--- src/rtl/control_muestreo_adc.sv ---
// -----------------------------------------------------------------------------
// control_muestreo_adc
//
// Periodic sample controller for an ADC protocol block that runs on a divided
// clock. Every PERIODO cycles it raises a conversion request (start), waits for
// the synchronised done level to rise, and accumulates the returned sample.
// After 2^LOG2_PROM samples it publishes their truncated average on
// Dato_Promedio together with a one-cycle valid pulse.
//
// Parameters
//   PERIODO    cycles between sample requests
//   LOG2_PROM  log2 of the number of samples averaged (0..4)
//   TIMEOUT    maximum cycles start may stay high without a done rise
//
// Ports
//   Clock_Nexys    in   system clock, all logic on its rising edge
//   Reset          in   synchronous, active-low reset
//   enable         in   1 = periodic sampling, 0 = stop and discard partial work
//   done           in   conversion-finished level (divided-clock domain)
//   Dato[11:0]     in   converted sample, stable while done is high
//   start          out  conversion request level, held until done is seen
//   Dato_Promedio  out  averaged result
//   valid          out  one-cycle pulse, Dato_Promedio just updated
//   busy           out  controller is not idle
//   error_timeout  out  sticky, a conversion never answered within TIMEOUT
//   overrun        out  sticky, a period tick arrived while still converting
// -----------------------------------------------------------------------------
module control_muestreo_adc #(
    parameter int PERIODO   = 100000,
    parameter int LOG2_PROM = 2,
    parameter int TIMEOUT   = 4096
) (
    input  logic        Clock_Nexys,
    input  logic        Reset,
    input  logic        enable,
    input  logic        done,
    input  logic [11:0] Dato,
    output logic        start,
    output logic [11:0] Dato_Promedio,
    output logic        valid,
    output logic        busy,
    output logic        error_timeout,
    output logic        overrun
);

    localparam int ACC_W = 12 + LOG2_PROM;
    localparam int CNT_W = LOG2_PROM + 1;
    localparam int PER_W = (PERIODO > 1) ? $clog2(PERIODO) : 1;
    localparam int TO_W  = (TIMEOUT > 1) ? $clog2(TIMEOUT) : 1;

    localparam logic [PER_W-1:0] PER_MAX    = PER_W'(PERIODO - 1);
    localparam logic [TO_W-1:0]  TO_MAX     = TO_W'(TIMEOUT - 1);
    localparam logic [CNT_W-1:0] N_MUESTRAS = CNT_W'(1 << LOG2_PROM);

    typedef enum logic [2:0] {
        IDLE,
        ESPERA_BAJO,
        ARRANQUE,
        CAPTURA,
        SALIDA
    } estado_t;

    estado_t state;
    estado_t state_next;

    logic             done_m;
    logic             done_s;
    logic             done_s_prev;
    logic             done_rise;

    logic [PER_W-1:0] periodo_cnt;
    logic             tick;

    logic [TO_W-1:0]  timeout_cnt;
    logic             timeout_exp;

    logic [ACC_W-1:0] acc;
    logic [ACC_W-1:0] acc_sum;
    logic [CNT_W-1:0] muestra_cnt;
    logic [CNT_W-1:0] muestra_cnt_inc;
    logic             ultima_muestra;

    logic [11:0]      promedio_r;
    logic             error_r;
    logic             overrun_r;

    // done comes from the divided-clock domain: two flops bring it in, and a
    // third copy of the synchronised level gives the rising-edge detector.
    always_ff @(posedge Clock_Nexys) begin
        if (!Reset) begin
            done_m      <= 1'b0;
            done_s      <= 1'b0;
            done_s_prev <= 1'b0;
        end else begin
            done_m      <= done;
            done_s      <= done_m;
            done_s_prev <= done_s;
        end
    end

    assign done_rise = done_s & ~done_s_prev;

    // Free-running period counter; it is parked at zero while sampling is
    // disabled so the first request after enabling comes a full period later.
    always_ff @(posedge Clock_Nexys) begin
        if (!Reset || !enable) begin
            periodo_cnt <= '0;
        end else if (periodo_cnt == PER_MAX) begin
            periodo_cnt <= '0;
        end else begin
            periodo_cnt <= periodo_cnt + PER_W'(1);
        end
    end

    assign tick = enable && (periodo_cnt == PER_MAX);

    assign acc_sum         = acc + ACC_W'(Dato);
    assign muestra_cnt_inc = muestra_cnt + CNT_W'(1);
    assign ultima_muestra  = (muestra_cnt_inc == N_MUESTRAS);

    // State register.
    always_ff @(posedge Clock_Nexys) begin
        if (!Reset) begin
            state <= IDLE;
        end else begin
            state <= state_next;
        end
    end

    // Next-state and Moore outputs. A done rise wins over a timeout that
    // expires in the same cycle, since the sample is genuinely there.
    always_comb begin
        state_next  = state;
        timeout_exp = 1'b0;
        start       = 1'b0;
        valid       = 1'b0;
        busy        = (state != IDLE);

        case (state)
            IDLE: begin
                if (tick) begin
                    state_next = ESPERA_BAJO;
                end
            end
            ESPERA_BAJO: begin
                if (!done_s) begin
                    state_next = ARRANQUE;
                end
            end
            ARRANQUE: begin
                start = 1'b1;
                if (done_rise) begin
                    state_next = CAPTURA;
                end else if (timeout_cnt == TO_MAX) begin
                    timeout_exp = 1'b1;
                    state_next  = IDLE;
                end
            end
            CAPTURA: begin
                if (ultima_muestra) begin
                    state_next = SALIDA;
                end else begin
                    state_next = IDLE;
                end
            end
            SALIDA: begin
                valid      = 1'b1;
                state_next = IDLE;
            end
            default: begin
                state_next = IDLE;
            end
        endcase

        if (!enable) begin
            state_next = IDLE;
        end
    end

    // Datapath. The average is loaded on the edge that enters SALIDA so that
    // Dato_Promedio already shows the new value during the valid cycle; the
    // accumulator is emptied on that same edge. Ticks that find the FSM busy
    // are simply dropped and only leave a trace in the sticky overrun flag.
    always_ff @(posedge Clock_Nexys) begin
        if (!Reset) begin
            acc         <= '0;
            muestra_cnt <= '0;
            timeout_cnt <= '0;
            promedio_r  <= '0;
            error_r     <= 1'b0;
            overrun_r   <= 1'b0;
        end else begin
            if (tick && (state != IDLE)) begin
                overrun_r <= 1'b1;
            end

            if (!enable) begin
                acc         <= '0;
                muestra_cnt <= '0;
                timeout_cnt <= '0;
            end else begin
                case (state)
                    ARRANQUE: begin
                        if (done_rise || timeout_exp) begin
                            timeout_cnt <= '0;
                        end else begin
                            timeout_cnt <= timeout_cnt + TO_W'(1);
                        end
                        if (timeout_exp) begin
                            error_r     <= 1'b1;
                            acc         <= '0;
                            muestra_cnt <= '0;
                        end
                    end
                    CAPTURA: begin
                        if (ultima_muestra) begin
                            promedio_r  <= 12'(acc_sum >> LOG2_PROM);
                            acc         <= '0;
                            muestra_cnt <= '0;
                        end else begin
                            acc         <= acc_sum;
                            muestra_cnt <= muestra_cnt_inc;
                        end
                    end
                    default: begin
                        timeout_cnt <= '0;
                    end
                endcase
            end
        end
    end

    assign Dato_Promedio = promedio_r;
    assign error_timeout = error_r;
    assign overrun       = overrun_r;

endmodule

--- config.mk ---
export PLATFORM = sky130hd
export DESIGN_NAME = control_muestreo_adc
export DESIGN_NICKNAME = d
export VERILOG_FILES = /design/src/rtl/control_muestreo_adc.sv
export SDC_FILE = /design/constraint.sdc
export NUM_CORES = 1
export LEC_CHECK = 0
export BUFFER_PORTS_ARGS = -buffer_cell sky130_fd_sc_hd__buf_2
export CORE_UTILIZATION = 30
export CTS_CLUSTER_DIAMETER = 30
export DETAILED_ROUTE_END_ITERATION = 10
export GPL_TIMING_DRIVEN = 0
export PLACE_DENSITY = 0.47
export SETUP_SLACK_MARGIN = 0.15
export SLEW_MARGIN = 20
export SYNTH_ARGS = -nofsm -noshare
export SYNTH_HDL_FRONTEND = slang
export SYNTH_SLANG_ARGS = --single-unit
--- constraint.sdc ---
create_clock -name Clock_Nexys -period 3.5 [get_ports Clock_Nexys]
set_input_delay 0.875 -clock Clock_Nexys [delete_from_list [all_inputs] [get_ports Clock_Nexys]]
set_output_delay 0.875 -clock Clock_Nexys [all_outputs]
set_load 0.02 [all_outputs]
After elaboration in Yosys (flattened, before gate mapping)
Cells that the tools add are included.

storage, ports and cells
  flip-flop bits (word level) = 66
  word-level logic and storage cells = 62
  input port bits = 16

cells by class
  mux-type cells = 19
  reductions and logical operators = 15
  bitwise operators = 2
  $add $sub $neg = 4
  equal/unequal tests = 11

operator list
  operator               number
  $mux 14                2
  $pmux 14 s2            1
  $pmux 12 s2            1
  $mux 3                 7
  $add 17x1->17 const B  1
  $eq 17x17->1 const B   1
  $add 14x12->14         1
  $add 12x1->12 const B  1
  $eq 12x12->1 const B   1
  $mux 12                1
  $pmux 3 s4             1
  $reduce_and 3->1       3
  $eq 3x2->1 const B     2
  $eq 3x3->1 const B     2
  $ne 2x2->1 const B     3
  $pmux 3 s2             1
  $mux 1                 5
  $reduce_and 2->1       2
  $add 3x1->3 const B    1
  $eq 3x1->1 const B     1
  $logic_not 3->1        1
  $ne 3x3->1 const B     1
  $reduce_bool 3->1      1
  $logic_and 1x1->1      2
  6 further kinds        8

Logic depth before layout (Yosys ltp)
  depth after elaboration = 7
  gate-level depth with buffers = 10
  gate-level depth less buffers = 10

Worst setup path before layout
Ideal clock, no wire load.

  kind = input to register
  start point = input Dato[0]
  end point = register promedio_r[10] (netlist: Dato_Promedio[10])
  stages on the path = 10
  setup time = 0.062 ns
  slack = 0.687 ns
  buffers on the path = 0
  arrival = 2.751 ns
  cells stage by stage = ha_1 > inv_1 > fa_1 > inv_1 > a21oi_1 > o21ai_2 > a31oi_2 > o31a_1 > or4_1 > nand3_1

between the ends
  longest elaborated chain between the ends = 1

ends and longest elaborated chain
  item                  line  RTL
  start, declared       37    input logic [11:0] Dato,
  $add 14x12->14        117   assign acc_sum = acc + ACC_W'(Dato);
  end signal, assigned  217   promedio_r <= 12'(acc_sum >> LOG2_PROM);
  end, declared         83    logic [11:0] promedio_r;

No other way between the ends.
A chain may end at the register's enable or synchronous reset.

Final worst setup path
Same ends and word-level chain as after synthesis.

==> impl_metrics.ini <==
[logic_synthesis]
ys_warn_count = 0
synth-edff-count = 0
synth_most_common_cell = dfxtp_1
synthMuxAreaShare_pct = 0.951
synth_top_area_share_pct = 41.8
async_flop_share_pct = 0
synth_ff_type = dfxtp_1
synth_compound_area_share_pct = 14.6
synth_top_area_cell = dfxtp_1
synth_top_family_by_area = simple AND/OR/NAND/NOR gates
synth_adder_area_share_pct = 6.97
ys_top_cells_by_area = dfxtp_1 42%, ha_1 6.3%, nor2_1 5.5%, xor2_1 5.3%, a21oi_1 4.3%
yosys-top-cells-count = 66 x dfxtp_1, 46 x nor2_1, 34 x nand2_1
ys_seq_area_share_pct = 41.8
synth_xor_area_share_pct = 9.43
synth_area_sq_um = 3160
syn_nets = 394
yosys.area_share.simple_pct = 22.5
syn_inst = 361
syn_area_per_cell_sq_um = 8.75
synth_seq_cells = 66
ys_types = 52

[run]
cap_violations = 0

[clocking]
clk-insertion-delay-late_ns = 0.35
numCtsBuffers = 9
clock-root-buffer = clkbuf_8
cts_tree = done
cts_htree_levels = 3
cts_sinks = 66
cts_setup_buffers = 0
clockBufferDepth = 2
cts_hold_buf = 0
post_cts_resized = 0
clk_pin_slew_worst_paths_ns = 0.07

[floorplanning]
io_pins = 33
core_area_sq_um = 10300
rows = 37
start_util_pct = 30.7
die_h_microns = 105
die_area_sq_um = 10900
die_x_microns = 105

[sta]
tightest_slew_ns = 0.580
final.min_clock_period_ns = 2.72
relSlewSlack_pct = 61.3
final_hold_viol_count = 0
fmax_mhz = 367
slew_viol_final = 0
finalClockSkew_ns = 0.00777
hold_ws_ns = 0.436
finalCritPeriodShare_pct = 77.8
setup_violations = 0
rsz0062_at_grt = no
setup-tns-final_ns = 0

[pwr]
vdd_drop_max_v = 0.000154
leakagePower_nw = 1.44
p_total_w = 0.00145
power.density_nw_per_um2 = 393

[finish]
antenna_cells = 0
syn_to_final_growth_pct = 16.4
fin_nets = 436
fillers = 1125
design_area_sq_um = 3680
drive_gt1_share_pct = 15.7

[global_routing]
grt_antenna_before_repair = 0
gr-total-overflow = 0
grt_max_degree = 13
grt_pass1_vias = 2595
grt_use_total_pct = 14.3
grt_first_pass_wirelength_microns = 12300

[place]
port_buffers = 31
gp_congestion = 0.834
dp_hpwl_microns = 5180
place_area_sq_um = 3480

[drt]
first_pass_iters = 4
vias = 2583
first_iter_violations = 66
drc = 0
ant_nets = 0
avgViaCountPerCell = 4.75
drt-total-wl_microns = 7060
detail_route.wl_per_cell_microns = 13.0

[setup_path]
slowest_stage = or4_1
crit_arrival_ns = 3.01
cp_max_fo = 4
critPathKind = in2reg
critPathLaunchType = primary input
end_kind = register
cp.required_ns = 3.79
critPathBufInv = 3
crit_top_cell = inv_1
crit_family = compound AO/OA/AOI/OAI gates
slowest_delay_ns = 0.48
cp_cell_sequence = buf_2, ha_1, inv_1, fa_1, inv_1, a21oi_1, o21ai_2, a31oi_2, o31a_1, or4_1, nand3_1

[outcome]
status = finished clean

[hold_path]
min_path_type = reg2reg
==> through the flow <==
step | setup slack (ns) | std cells | utilization, %
6_report | 0.777 | 544 | 35.8
5_1_grt | 0.652 | 544 | 35.8
4_1_cts | 0.788 | 544 | 35.8
3_5_place_dp | 0.423 | 528 | 33.9
3_3_place_gp | 0.448 | 528 | 33.9
2_1_floorplan | 0.687 | 361 | -
==> logic make-up (layout without fill, tap and decap cells) <==
family                   Yosys count  count (layout)
XOR/XNOR                          34              34
AO/OA/AOI/OAI                     69              69
multiplexers                       3               3
adder cells (fa/ha/maj)           17              17
AND/OR/NAND/NOR                  144             144
flip-flops                        66              66
buffers and inverters             28              75
==> routing by layer <==
layer | vias to the layer above | global-route usage, % | share of wire (%)
met5 | - | 0 | 0
met3 | 12 | 4.68 | 4.7
met4 | 0 | 4.93 | 1.9
li1 | 1344 | - | -
met2 | 44 | 22.2 | 43
met1 | 1183 | 18.4 | 50
==> final timing paths <==
path / depth (start not counted) / end / start / slack (ns)
worst max-delay path: 11 / Dato_Promedio[10] / Dato[0] / 0.78
worst min-delay path: 1 / done_s / done_m / 0.44
worst max register to register: 10 / Dato_Promedio[10] / acc[0] / 1.04
worst min register to register: 1 / done_s / done_m / 0.44
==> state kept, by name, indices dropped and copies added (netlist names) <==
name           cells
timeout_cnt       12
acc               14
done_m             1
periodo_cnt       17
state              3
Dato_Promedio     12
overrun            1
done_s_prev        1
error_timeout      1
done_s             1
muestra_cnt        3
==> area by class of cell <==
type                            count  area [sq um]  area share [%]
Buffer                             10          51.3            1.40
Timing Repair Buffer               31           155            4.22
Inverter                           18          67.6            1.84
Sequential cell                    66          1320            35.9
Clock buffer                        9           124            3.37
Tap cell                          136           170            4.63
Clock inverter                      7          70.1            1.91
Multi-Input combinational cell    267          1720            46.7
==> report_power, final <==
part	switching, W	leakage [nW]	internal [W]
Combinational	0.0000334	0.813	0.0000206
Sequential	0.00000162	0.532	0.000753
Clock	0.000310	0.0990	0.000327
Total	0.000345	1.44	0.00110
==> cell usage in the layout, fill, tap and decap left out, types with 5 or more instances in the layout <==
cell / Yosys / final
a21oi_1: 27 / 27
a22o_1: 11 / 11
and2_1: 7 / 7
and3_1: 5 / 5
buf_2: 5 / 36
clkbuf_8: 0 / 9
dfxtp_1: 66 / 66
ha_1: 16 / 16
inv_1: 16 / 16
nand2_1: 34 / 34
nand3_1: 15 / 15
nand4_1: 6 / 6
nor2_1: 46 / 46
nor3_1: 7 / 7
o21ai_1: 6 / 6
xnor2_1: 15 / 15
xor2_1: 19 / 19
Note: power is estimated with default switching activity, not from simulation.
